==> src/rtl/sdram_req_arbiter.sv <==
// Shares one SDRAM controller command port among the sprite, background and CPU requesters.
// Fixed priority spr > bg > cpu; the CPU is forced to win after CPU_MAX_WAIT consecutive
// non-CPU grants while it is waiting. Every requester uses a one-cycle req / rdy pulse pair.
module sdram_req_arbiter #(
  parameter int unsigned ADDR_W       = 24,
  parameter int unsigned CPU_MAX_WAIT = 4
) (
  input  logic              CLK_96M,
  input  logic              reset,
  // sprite fetch, 64-bit
  input  logic              spr_req,
  input  logic [ADDR_W-1:0] spr_addr,
  output logic [63:0]       spr_dout,
  output logic              spr_rdy,
  // background tile fetch, 32-bit
  input  logic              bg_req,
  input  logic [ADDR_W-1:0] bg_addr,
  output logic [31:0]       bg_dout,
  output logic              bg_rdy,
  // CPU access, 16-bit read/write
  input  logic              cpu_req,
  input  logic [ADDR_W-1:0] cpu_addr,
  input  logic [15:0]       cpu_din,
  input  logic [1:0]        cpu_wr_sel,
  output logic [15:0]       cpu_dout,
  output logic              cpu_rdy,
  // SDRAM controller command port
  output logic              mem_req,
  output logic [ADDR_W-1:0] mem_addr,
  output logic [1:0]        mem_size,
  output logic [1:0]        mem_wr_sel,
  output logic [15:0]       mem_din,
  input  logic [63:0]       mem_dout,
  input  logic              mem_rdy,
  // status
  output logic              busy,
  output logic [1:0]        grant,
  output logic [2:0]        overrun
);

  localparam int unsigned     CntW    = (CPU_MAX_WAIT < 1) ? 1 : $clog2(CPU_MAX_WAIT + 1);
  localparam logic [CntW-1:0] MaxWait = CntW'(CPU_MAX_WAIT);

  localparam logic [1:0] GntNone = 2'd0;
  localparam logic [1:0] GntSpr  = 2'd1;
  localparam logic [1:0] GntBg   = 2'd2;
  localparam logic [1:0] GntCpu  = 2'd3;

  typedef enum logic [0:0] {StIdle, StWait} state_e;

  state_e            state_q;
  logic [2:0]        pend_q;       // {cpu, bg, spr}
  logic [ADDR_W-1:0] spr_addr_q;
  logic [ADDR_W-1:0] bg_addr_q;
  logic [ADDR_W-1:0] cpu_addr_q;
  logic [15:0]       cpu_din_q;
  logic [1:0]        cpu_wr_sel_q;
  logic [CntW-1:0]   wait_cnt_q;

  logic [2:0] req_vec;
  logic [2:0] take_vec;
  logic [2:0] win_vec;
  logic [1:0] win;

  assign req_vec = {cpu_req, bg_req, spr_req};

  // A channel holds one request at a time; a req while pending or in service is dropped.
  assign take_vec[0] = spr_req & ~pend_q[0] & (grant != GntSpr);
  assign take_vec[1] = bg_req  & ~pend_q[1] & (grant != GntBg);
  assign take_vec[2] = cpu_req & ~pend_q[2] & (grant != GntCpu);

  // Pick the winner from registered pending flags only, with CPU escalation first.
  always_comb begin
    win = GntNone;
    if (state_q == StIdle) begin
      if (pend_q[2] && (wait_cnt_q == MaxWait)) begin
        win = GntCpu;
      end else if (pend_q[0]) begin
        win = GntSpr;
      end else if (pend_q[1]) begin
        win = GntBg;
      end else if (pend_q[2]) begin
        win = GntCpu;
      end
    end
  end

  assign win_vec = {win == GntCpu, win == GntBg, win == GntSpr};

  // Request capture: slots, pending flags and sticky overrun flags.
  always_ff @(posedge CLK_96M or posedge reset) begin
    if (reset) begin
      pend_q       <= 3'b000;
      spr_addr_q   <= '0;
      bg_addr_q    <= '0;
      cpu_addr_q   <= '0;
      cpu_din_q    <= 16'h0000;
      cpu_wr_sel_q <= 2'b00;
      overrun      <= 3'b000;
    end else begin
      // Winner is always pending, so it can never be re-captured on its grant edge.
      pend_q  <= (pend_q & ~win_vec) | take_vec;
      overrun <= overrun | (req_vec & ~take_vec);
      if (take_vec[0]) begin
        spr_addr_q <= spr_addr;
      end
      if (take_vec[1]) begin
        bg_addr_q <= bg_addr;
      end
      if (take_vec[2]) begin
        cpu_addr_q   <= cpu_addr;
        cpu_din_q    <= cpu_din;
        cpu_wr_sel_q <= cpu_wr_sel;
      end
    end
  end

  // Command FSM with registered controller outputs, completion pulses and wait counter.
  always_ff @(posedge CLK_96M or posedge reset) begin
    if (reset) begin
      state_q    <= StIdle;
      grant      <= GntNone;
      mem_req    <= 1'b0;
      mem_addr   <= '0;
      mem_size   <= 2'd0;
      mem_wr_sel <= 2'b00;
      mem_din    <= 16'h0000;
      spr_dout   <= 64'h0;
      bg_dout    <= 32'h0;
      cpu_dout   <= 16'h0;
      spr_rdy    <= 1'b0;
      bg_rdy     <= 1'b0;
      cpu_rdy    <= 1'b0;
      wait_cnt_q <= '0;
    end else begin
      mem_req <= 1'b0;
      spr_rdy <= 1'b0;
      bg_rdy  <= 1'b0;
      cpu_rdy <= 1'b0;

      case (state_q)
        StIdle: begin
          if (win != GntNone) begin
            mem_req <= 1'b1;
            grant   <= win;
            state_q <= StWait;
            case (win)
              GntSpr: begin
                mem_addr   <= spr_addr_q;
                mem_size   <= 2'd2;
                mem_wr_sel <= 2'b00;
                mem_din    <= 16'h0000;
              end
              GntBg: begin
                mem_addr   <= bg_addr_q;
                mem_size   <= 2'd1;
                mem_wr_sel <= 2'b00;
                mem_din    <= 16'h0000;
              end
              default: begin
                mem_addr   <= cpu_addr_q;
                mem_size   <= 2'd0;
                mem_wr_sel <= cpu_wr_sel_q;
                mem_din    <= cpu_din_q;
              end
            endcase
          end
        end
        StWait: begin
          if (mem_rdy) begin
            case (grant)
              GntSpr: begin
                spr_dout <= mem_dout;
                spr_rdy  <= 1'b1;
              end
              GntBg: begin
                bg_dout <= mem_dout[31:0];
                bg_rdy  <= 1'b1;
              end
              GntCpu: begin
                cpu_dout <= mem_dout[15:0];
                cpu_rdy  <= 1'b1;
              end
              default: ;
            endcase
            grant   <= GntNone;
            state_q <= StIdle;
          end
        end
        default: state_q <= StIdle;
      endcase

      // Count non-CPU grants taken while the CPU waits; saturate at the escalation point.
      if ((win == GntCpu) || !pend_q[2]) begin
        wait_cnt_q <= '0;
      end else if (((win == GntSpr) || (win == GntBg)) && (wait_cnt_q != MaxWait)) begin
        wait_cnt_q <= wait_cnt_q + CntW'(1);
      end
    end
  end

  assign busy = (state_q != StIdle);

endmodule
==> config.mk <==
export PLATFORM = sky130hd
export DESIGN_NAME = sdram_req_arbiter
export DESIGN_NICKNAME = d
export VERILOG_FILES = /design/src/rtl/sdram_req_arbiter.sv
export SDC_FILE = /design/constraint.sdc
export NUM_CORES = 1
export LEC_CHECK = 0
export ABC_CLOCK_PERIOD_IN_PS = 25000
export CAP_MARGIN = 20
export CORE_MARGIN = 5
export CORE_UTILIZATION = 50
export CTS_CLUSTER_DIAMETER = 60
export DETAILED_ROUTE_END_ITERATION = 6
export GPL_ROUTABILITY_DRIVEN = 0
export GPL_TIMING_DRIVEN = 1
export PLACE_DENSITY_LB_ADDON = 0.3
export SLEW_MARGIN = 5
export SYNTH_ARGS = -nofsm -noshare
export SYNTH_HDL_FRONTEND = slang
export SYNTH_SLANG_ARGS = --single-unit
==> constraint.sdc <==
create_clock -name CLK_96M -period 25 [get_ports CLK_96M]
set_input_delay 7.5 -clock CLK_96M [delete_from_list [all_inputs] [get_ports CLK_96M]]
set_output_delay 7.5 -clock CLK_96M [all_outputs]
set_load 0.02 [all_outputs]
==> results of run 1 <==
==> flip-flops by register name, indices dropped and copies added (netlist names), 2 cells and up <==
| name | flops |
|---|---|
| bg_addr_q | 24 |
| bg_dout | 32 |
| cpu_addr_q | 24 |
| cpu_din_q | 16 |
| cpu_dout | 16 |
| cpu_wr_sel_q | 2 |
| grant | 2 |
| mem_addr | 24 |
| mem_din | 16 |
| mem_size | 2 |
| mem_wr_sel | 2 |
| overrun | 3 |
| pend_q | 3 |
| spr_addr_q | 24 |
| spr_dout | 64 |
| wait_cnt_q | 3 |
==> metal layers <==
metal  GRT usage [%]  vias up  wire [um]
met4            5.21        2        527
met1            27.7     3575      10500
met2            38.0      259      13200
li1                -     3187          -
met3            6.49       37       2270
met5               0        -         13
==> worst min-delay path: cells and delay by family, from the launching register on <==
kind,cells,cell delay [ns]
simple gates,1,0.04
compound gates,1,0.06
flops,1,0.34
==> stage by stage <==
stage / cells / power, mW / area [um^2] / utilization [%]
after detailed placement: 1284 / 1.67 / 13700 / 67.7
final: 1334 / 2.06 / 14600 / 72.1
after CTS: 1333 / 2.08 / 14600 / 72.1
after global routing: 1334 / 2.18 / 14600 / 72.1
after floorplan: 723 / 1.26 / 10300 / -
after global placement: 1284 / 1.64 / 13700 / 67.7
==> synth_stat cells <==
cell type	number	area, um^2
dfrtp_1	262	6560
nand3b_1	1	7.51
inv_1	9	33.8
mux2_1	51	574
nor2b_1	2	12.5
a21oi_1	3	15.0
a2bb2oi_1	1	8.76
o22ai_1	1	6.26
xnor2_1	1	8.76
o21bai_1	1	7.51
buf_4	4	30.0
nand2_1	69	259
clkinv_1	1	3.75
mux2_2	151	1700
and2b_4	1	10.0
mux2i_1	1	10.0
nand3_4	1	17.5
nor2_1	3	11.3
buf_2	8	40.0
a21boi_0	1	7.51
o21ai_0	71	355
ha_1	8	100
clkbuf_1	21	78.8
nor3_1	1	5.00
a221oi_1	24	210
nor2b_4	1	13.8
nand4_2	1	12.5
nor3b_4	2	37.5
nand2b_1	4	25.0
or2_2	2	12.5
nand3_1	1	5.00
o221ai_1	1	8.76
buf_6	9	101
and4b_1	1	10.0
a21o_1	3	22.5
and2_1	1	6.26
==> cell families after synthesis <==
family / synth area share, %
xor+xnor: 0.0848
buf+inv: 2.79
mux: 22.1
simple gates: 4.31
flops: 63.5
compound gates: 6.22
fa+ha+maj: 0.970
==> area by class of cell <==
cell class                 instances  area, um^2  area share [%]
inverter                          10        45.0           0.308
multi-input combinational        409        3490            23.9
timing repair buffer             334        3330            22.7
clock buffer                      39         751            5.13
tap                              270         338            2.31
clock inverter                    10         133           0.906
sequential                       262        6560            44.8
==> worst paths after layout <==
| kind | endpoint | cells past startpoint | slack (ns) | startpoint |
|---|---|---|---|---|
| min in group asynchronous | spr_dout[21] | 2 | 7.51 | reset |
| setup / recovery | busy | 1 | 15.55 | busy |
| hold reg to reg | mem_din[6] | 2 | 0.48 | mem_din[6] |
| setup reg to reg | mem_addr[1] | 10 | 20.89 | wait_cnt_q[0] |
| hold / removal | mem_din[6] | 2 | 0.48 | mem_din[6] |
| max in group asynchronous | cpu_wr_sel_q[1] | 3 | 15.97 | reset |
==> where the power goes <==
part | internal (mW) | leakage, nW | switching (mW)
Clock | 0.239 | 0.436 | 0.160
Combinational | 0.445 | 2.67 | 0.478
Sequential | 0.630 | 3.17 | 0.109
==> results.tsv, run 1 <==
metric	value	unit
outcome	finished, final reports clean	
hold_viol_final	0	
core-area	0.0203	mm^2
antenna_found_initial	1	
final_common_cell	clkdlybuf4s50_1	
dieWidth	154	um
netlist_instances	723	
setup_tns	0	ns
rsz0062_at_grt	false	
path_buf_inv	1	
syn_avg_cell_area	14.3	um^2
cts-root-buf	clkbuf_16	
yosysUniqueCellTypes	36	
first_pass_iters	5	
whs	0.477	ns
dieArea	0.0236	mm^2
startpoint_type	flip-flop	
port-buffer-count	325	
crit_family	buffers and inverters	
ys_seq_elements	262	
fin_crit	9.45	ns
vias_per_cell	5.29	
peakVddDrop	90.6	uV
grt_max_degree	120	
drv_cap	0	
dp_slack	15.21	ns
final_cell_mix	clkdlybuf4s50_1 (325), dfrtp_1 (262), mux2_2 (151)	
yosysSeqAreaShare	63.5	%
cts_buffer_depth	3	
ys.warnings.count	0	
power_leakage	6.28	nW
clk_pin_slew	0.06	ns
num_antenna_cells	0	
post-route-period-util	37.8	%
path_max_fanout	13	
powerDensity	141	mW/mm^2
path_cells	clkdlybuf4s50_1	
netlist_area	0.0103	mm^2
area.growth.synth_to_final	41.8	%
maxSlewHeadroom	33.7	%
grt_pass1_vias	7421	
dpl.hpwl	18.3	mm
drtAntennaViolNets	0	
post_drt_wl_per_cell	19.9	um
drive_above_1_share	19.7	%
setup_viol	0	
endpoint_kind	output pin	
critPathMaxStageDelay	0.76	ns
io_pins	326	
drv_slew	0	
fin_nets	1212	
grt-ovfl-total	0	
arrival	1.95	ns
grt_pass1_wl	42.0	mm
hold_class	reg -> reg	
max_freq	106	MHz
num_vias	7060	
worst_pin_slew	0.994	ns
fill_cells	1452	
skew	0.0201	ns
chipHeight	154	um
cp.required	17.50	ns
critPathKind	reg -> out	
fp-row-count	52	
wl	26.5	mm
grt_usage	22.1	%
drcViolationCount	0	
fin_ws	15.55	ns
htreeDepth	1	
synth_nets	891	
drtIter0Drc	265	
clock_latency	0.53	ns
postCtsSetupRepairBufs	0	
hold_buffers	0	
cts_resized	0	
crit_slowest_cell	clkdlybuf4s50_1	
initial_core_util	50.9	%
clock_sinks	262	
numCtsBuffers	27	
cts_tree	built	
Note: power is estimated with default switching activity, not from simulation.
==> run 2: changes to the inputs <==
ABC_CLOCK_PERIOD_IN_PS = 9200   (was 25000)
CORE_UTILIZATION = 47   (was 50)
clock period = 9.2 ns   (was 25 ns; I/O delays follow)
==> results.tsv, run 2 (synthesized netlist as in run 1, its figures left out) <==
metric	value	unit	change
reg_top3	spr_dout: 64 flops, bg_dout: 32 flops		
drv_slew	0		unchanged
drtIter0Drc	231		-13%
antenna_found_initial	0		-1
hold_class	reg -> reg		
dpl.hpwl	18.4	mm	+0.35%
post-route-period-util	50.6	%	
dieWidth	158	um	+2.9%
drtAntennaViolNets	0		unchanged
hold_buffers	0		unchanged
io_pins	326		unchanged
grt_pass1_wl	40.7	mm	-3.1%
port-buffer-count	325		unchanged
top_usage_layer	met2		
dieArea	0.0250	mm^2	+6.0%
post_drt_wl_per_cell	19.9	um	about the same
drive_above_1_share	21.0	%	+1.3 points
outcome	finished, final reports clean		
vias_per_cell	5.19		-2.0%
fin_cells	1351		+1.3%
power_leakage	6.36	nW	+1.4%
wl	26.8	mm	+1.2%
critPathKind	reg -> out		
endpoint_kind	output pin		
startpoint_type	flip-flop		
area.growth.synth_to_final	43.7	%	
met3_usage	6.62	%	+0.12 points
first_pass_iters	4		-1
largest_register_ffs	64		unchanged
worst_pin_slew	0.966	ns	-0.0281 ns
crit_family	buffers and inverters		
path_cells	clkdlybuf4s50_1		
crit_slowest_cell	clkdlybuf4s50_1		
grt-ovfl-total	0		unchanged
drcViolationCount	0		unchanged
clock_sinks	262		unchanged
critPathMaxStageDelay	0.72	ns	-0.04 ns
power	5.71	mW	+180%
path_max_fanout	13		unchanged
cts_resized	0		unchanged
grt_max_degree	168		+40%
postCtsSetupRepairBufs	0		unchanged
initial_core_util	47.5	%	-3.4 points
cts-root-buf	clkbuf_16		
numCtsBuffers	29		+7.4%
setup_viol	0		unchanged
powerDensity	385	mW/mm^2	+170%
grt_pass1_vias	7395		-0.35%
top_register	spr_dout		
design_area	0.0148	mm^2	+1.3%
num_vias	7008		-0.74%
num_antenna_cells	0		unchanged
grt_usage	20.6	%	-1.5 points
drv_cap	0		unchanged
fin_nets	1216		+0.33%
rsz0062_at_grt	false		
cts_tree	built		
final_cell_mix	clkdlybuf4s50_1 (325), dfrtp_1 (262), mux2_2 (151)		
core-area	0.0218	mm^2	+7.2%
whs	0.456	ns	-0.0215 ns
peakVddDrop	203	uV	+120%
final_common_cell	clkdlybuf4s50_1		
hold_viol_final	0		unchanged
fp-row-count	54		+3.8%
clk_pin_slew	0.06	ns	about the same
postPlaceCellArea	0.0138	mm^2	+0.26%
fin_crit	4.65	ns	
maxSlewHeadroom	35.6	%	+1.9 points
skew	0.0191	ns	-0.000949 ns
cts_buffer_depth	3		unchanged
max_freq	215	MHz	
chipHeight	158	um	+2.9%
use_met1	25.5	%	-2.1 points
dp.cells	1295		+0.86%
htreeDepth	1		unchanged
cp.required	6.44	ns	-11.06 ns
setup_tns	0	ns	unchanged
path_buf_inv	1		unchanged
grt_use_met2	35.2	%	-2.8 points
clock_latency	0.54	ns	about the same
arrival	1.89	ns	-0.06 ns
run 2: cell count changes in the layout (fill, tap and decap cells not counted):
cell / previous run / this run
clkbuf_1: 9 / 1
clkbuf_8: 3 / 11
clkinvlp_4: 0 / 3
clkbuf_16: 27 / 29
buf_12: 0 / 1
buf_16: 0 / 1
buf_4: 8 / 7
buf_8: 1 / 2
bufinv_16: 3 / 2
clkinv_2: 5 / 6
run 2: power breakdown:
part / internal, mW / switching [mW]
Sequential: 1.71 / 0.304
Combinational: 1.22 / 1.29
Clock: 0.724 / 0.466
run 2: cell type report:
class	count	area (um^2)
inverter	10	41.3
fill	1588	6920
clock inverter	13	134
multi-input combinational	409	3490
tap	280	350
sequential	262	6560
clock buffer	41	881
timing repair buffer	336	3380
run 2: metal layers:
| metal | routed length [um] | vias up |
|---|---|---|
| met4 | 677 | 0 |
| met2 | 12900 | 287 |
| met3 | 2620 | 46 |
| met1 | 10600 | 3477 |
| met5 | 0 | - |
| li1 | - | 3198 |
run 2: final timing paths:
| path | start | endpoint | slack, ns | cells past startpoint |
|---|---|---|---|---|
| max in group asynchronous | reset | spr_addr_q[12] | 5.42 | 3 |
| min reg2reg | overrun[2] | overrun[2] | 0.46 | 1 |
| min | overrun[2] | overrun[2] | 0.46 | 1 |
| max reg2reg | wait_cnt_q[0] | mem_addr[14] | 6.29 | 10 |
| max | busy | busy | 4.55 | 1 |
| min in group asynchronous | reset | cpu_dout[2] | 2.58 | 2 |
run 2: stage by stage:
step | util [%] | worst slack (ns)
CTS | 68.0 | 4.50
finish | 68.2 | 4.55
detailed placement | 63.3 | 4.13
global route | 68.2 | 4.47
floorplan | - | 2.98
global placement | 63.3 | 4.19
